**src/rtl/counter_uart_tx.sv**
```systemverilog
// Snapshots a counter value and serialises it as two 8N1 UART frames (high byte first).
// The line idles high; busy covers both frames, and done pulses as busy falls.
module counter_uart_tx #(
    parameter int CLKS_PER_BIT = 16,
    parameter int DATA_W       = 14
) (
    input  logic              clk,
    input  logic              rst,
    input  logic [DATA_W-1:0] value,
    input  logic              send,
    output logic              txd,
    output logic              busy,
    output logic              done
);
    localparam int CW = $clog2(CLKS_PER_BIT);
    localparam logic [CW-1:0] BAUD_LAST = CW'(CLKS_PER_BIT - 1);

    typedef enum logic [1:0] {IDLE, START, DATA, STOP} state_t;

    state_t        state;
    logic [CW-1:0] baud;
    logic [2:0]    bit_idx;
    logic          byte_sel;
    logic [15:0]   shadow;
    logic [15:0]   padded;
    logic [7:0]    cur_byte;
    logic [2:0]    next_idx;
    logic          baud_wrap;

    always_comb begin
        padded = '0;
        padded[DATA_W-1:0] = value;
    end

    assign cur_byte  = byte_sel ? shadow[7:0] : shadow[15:8];
    assign baud_wrap = (baud == BAUD_LAST);
    assign next_idx  = bit_idx + 3'd1;

    // txd is loaded one bit ahead at each wrap so the line stays a pure register output.
    always_ff @(posedge clk or posedge rst) begin
        if (rst) begin
            state    <= IDLE;
            baud     <= '0;
            bit_idx  <= '0;
            byte_sel <= 1'b0;
            shadow   <= '0;
            txd      <= 1'b1;
            busy     <= 1'b0;
            done     <= 1'b0;
        end else begin
            done <= 1'b0;
            if (state != IDLE) begin
                baud <= baud_wrap ? '0 : baud + CW'(1);
            end
            case (state)
                IDLE: begin
                    if (send) begin
                        shadow   <= padded;
                        byte_sel <= 1'b0;
                        baud     <= '0;
                        state    <= START;
                        txd      <= 1'b0;
                        busy     <= 1'b1;
                    end
                end
                START: begin
                    if (baud_wrap) begin
                        state   <= DATA;
                        bit_idx <= '0;
                        txd     <= cur_byte[0];
                    end
                end
                DATA: begin
                    if (baud_wrap) begin
                        if (bit_idx == 3'd7) begin
                            state <= STOP;
                            txd   <= 1'b1;
                        end else begin
                            bit_idx <= next_idx;
                            txd     <= cur_byte[next_idx];
                        end
                    end
                end
                STOP: begin
                    if (baud_wrap) begin
                        if (!byte_sel) begin
                            byte_sel <= 1'b1;
                            state    <= START;
                            txd      <= 1'b0;
                        end else begin
                            byte_sel <= 1'b0;
                            state    <= IDLE;
                            busy     <= 1'b0;
                            done     <= 1'b1;
                        end
                    end
                end
                default: state <= IDLE;
            endcase
        end
    end
endmodule

```
**config.mk**
```make
export PLATFORM = sky130hd
export DESIGN_NAME = counter_uart_tx
export DESIGN_NICKNAME = d
export VERILOG_FILES = /design/src/rtl/counter_uart_tx.sv
export SDC_FILE = /design/constraint.sdc
export NUM_CORES = 1
export LEC_CHECK = 0
export CORE_UTILIZATION = 48
export CTS_CLUSTER_DIAMETER = 60
export DETAILED_ROUTE_END_ITERATION = 16
export PLACE_DENSITY = 0.73
export RECOVER_POWER = 100
export SETUP_SLACK_MARGIN = 0.15
export SYNTH_ARGS = -nofsm -noshare
export SYNTH_HDL_FRONTEND = slang
export SYNTH_SLANG_ARGS = --single-unit
```
**constraint.sdc**
```tcl
create_clock -name clk -period 1.6 [get_ports clk]
set_input_delay 0.16 -clock clk [delete_from_list [all_inputs] [get_ports clk]]
set_output_delay 0.16 -clock clk [all_outputs]
set_load 0.01 [all_outputs]
```
==> flow_summary.yaml <==
status:
  status: "finished with violations"
  violations: "negative setup slack"
worst_setup_path:
  worstPathRequired_ps: 1860
  arrival_ps: 1900
  r2r_slack_ps: -30
  r2r_cells: 7
  crit_type: "reg -> reg"
  worstSetupStartpointType: "register"
  critPathSlowestCell: "dfrtp_2"
  startpoint: "state[0]"
  cp_max_fo: 4
  max_stage_delay_ps: 470
  path_cells: "inv_4 > ha_4 > and2b_2 > nor4_4 > a21oi_2 > nor3_2 > a31oi_1"
  end_kind: "register"
  r2r-start: "state[0]"
  timing.rr.end: "txd"
die:
  die_x_um: 56.8
  fp.dieH_um: 56.8
  ios: 20
  die_area_mm2: 0.00322
  num_rows: 19
  core_mm2: 0.00281
  initial_core_util_pct: 51.3
synthesis:
  synth_ff_type: "dfrtp_1"
  synth_compound_gate_area_share_pct: 12.3
  yosysMostFrequentCell: "dfrtp_1"
  synth_top_family_by_area: "multiplexers"
  async_flop_share_pct: 100
  synth_mux_area_share_pct: 19.7
  synth-seq-cells: 27
  avgSynthCellArea_um2: 11.5
  synth_simple_gate_area_share_pct: 10.4
  yosys_warnings: 0
  synth_area_leader_cell: "dfrtp_1"
  yosysTopAreaCellShare_pct: 45.2
  synth_xor_area_share_pct: 0
  synth.distinct_cells: 32
  ys_seq_area_share_pct: 47.0
  synthCells: 125
  synth_top_cells_by_count: "dfrtp_1, mux2_2, nand2_1, ha_1"
  syn_area_mm2: 0.00144
  yosys.area_share.adder_pct: 6.08
  synthTopCellsByArea: "dfrtp_1, mux2_2, ha_1"
  synth-edff-count: 0
  synth_nets: 149
clock_tree:
  root_buffer: "clkbuf_4"
  clk_latency_ps: 330
  cts_buffers: 3
  numClockSinks: 27
  holdBufCountCts: 0
  clock_path_buffers: 2
  clk_pin_slew_ps: 140
  h-tree-depth: 1
  tritoncts: "yes"
timing:
  rsz0062_at_grt: "true"
  maxSlewViolCount: 0
  tns_ps: -34.8
  fmax_ghz: 0.612
  hold_viol_final: 0
  fin_crit_sh_pct: 102
  finalSetupViolCount: 1
  relSlewSlack_pct: 55.7
  tightest_slew_ps: 665
  period_minus_slack_ps: 1630
  skew_ps: 5.09
  hold_slack_ps: 425
  layout_setup_ws_ps: -34.8
global_route:
  antenna_found_initial: 0
  grt_pass1_vias: 1126
  grt_max_degree: 28
  overflow: 0
  grt.total_usage_pct: 21.3
  grt_use_met3_pct: 3.23
  grt_pass1_wl_um: 5180
  grt_util_met2_pct: 35.9
  grt-busiest-layer: "met2"
  use_met1_pct: 26.4
routing:
  routed_wl_um: 3270
  wl_per_cell_um: 17.3
  drcViolationCount: 0
  viasPerCell: 6.00
  detail-route-antenna-nets: 0
  vias: 1134
  firstDrtPassIters: 4
  drt_iter0_markers: 47
cells_and_area:
  drive_gt1_share_pct: 46.2
  finalNetCount: 183
  regArea_um2: 679
  post-route-util_pct: 69.8
  multiInputGateArea_um2: 863
  syn_to_final_growth_pct: 36.0
  antenna_cells: 0
  fillers: 211
place:
  post-dp-hpwl_um: 2160
  gp_congestion: 0.815
  dpl_worst_slack_ps: -38.6
  portBuffers: 19
min_path:
  hp-class: "in -> async"
job:
  cap_violations: 0
pwr:
  total_power_w: 0.00326
  leakage_nw: 0.804
  ir_drop_mv: 0.885
  power.density_mw_per_mm2: 1660
-- cell usage in the layout, fill, tap and decap left out, types with 3 or more instances in the layout --
| cell | netlist | final |
|---|---|---|
| dfrtp_1 | 26 | 24 |
| clkdlybuf4s50_1 | 0 | 16 |
| mux2_2 | 15 | 15 |
| buf_4 | 1 | 15 |
| a22o_1 | 6 | 6 |
| ha_4 | 0 | 6 |
| nand2_1 | 9 | 5 |
| nand2_2 | 0 | 4 |
| inv_1 | 5 | 3 |
| o21ai_1 | 0 | 3 |
| mux2i_1 | 4 | 3 |
| a21oi_2 | 0 | 3 |
| nand3_1 | 3 | 3 |
| nor2_1 | 4 | 3 |
| o21ai_0 | 6 | 3 |
| clkbuf_4 | 0 | 3 |
-- sequential cells by signal, summed over array words and instances (netlist names) --
signal	cells
bit_idx	3
busy	1
state	2
shadow	14
done	1
txd	1
baud	4
byte_sel	1
-- per-layer routing --
metal / up-vias / wire length, um
li1: 522 / -
met1: 567 / 1360
met2: 37 / 1710
met3: 8 / 109
met4: 0 / 87
met5: - / 0
-- repair_timing --
action | in CTS | in global routing
setup buffers | 2 | 4
endpoints found under the setup margin | 24 | 25
pin swaps | 3 | 6
resized for setup | 17 | 26
endpoints found under the hold margin | 0 | 0
-- per-stage QoR --
stage	area, um^2	cells
2_1_floorplan	1450	125
3_3_place_gp	1720	179
3_5_place_dp	1720	179
4_1_cts	1830	185
5_1_grt	1960	189
6_report	1960	189
-- worst max path at each step --
stage                to
floorplan           txd
global placement    txd
detailed placement  txd
CTS                 txd
global route        txd
finish              txd
-- final cells by class --
type | instances | share of cell area [%]
Multi-Input combinational cell | 85 | 44.1
Sequential cell | 27 | 34.7
Timing Repair Buffer | 37 | 16.8
Inverter | 5 | 1.09
Tap cell | 31 | 1.98
Clock buffer | 4 | 1.34
-- worst max-delay path, delay by kind of cell, from the launching register on --
| kind | cells | cell delay [ps] |
|---|---|---|
| and+or+nand+nor | 3 | 650 |
| DFF | 1 | 470 |
| AOI/OAI and AO/OA | 2 | 210 |
| adders and majority gates | 1 | 170 |
| buffers and inverters | 1 | 70 |
-- cells by family after synthesis --
logic type,after synthesis
AO/OA/AOI/OAI,26
adder cells (fa/ha/maj),7
buffers and inverters,13
flip-flops,27
multiplexers,23
AND/OR/NAND/NOR,29
-- power breakdown --
| group | internal, W | leakage, nW | total [W] | switching, W |
|---|---|---|---|---|
| logic | 0.000988 | 0.462 | 0.00177 | 0.000785 |
| clock network | 0.0000978 | 0.0150 | 0.000300 | 0.000202 |
| registers | 0.000971 | 0.327 | 0.00119 | 0.000216 |
| total | 0.00206 | 0.804 | 0.00326 | 0.00120 |
No activity file was read; power rests on OpenSTA's default activity.
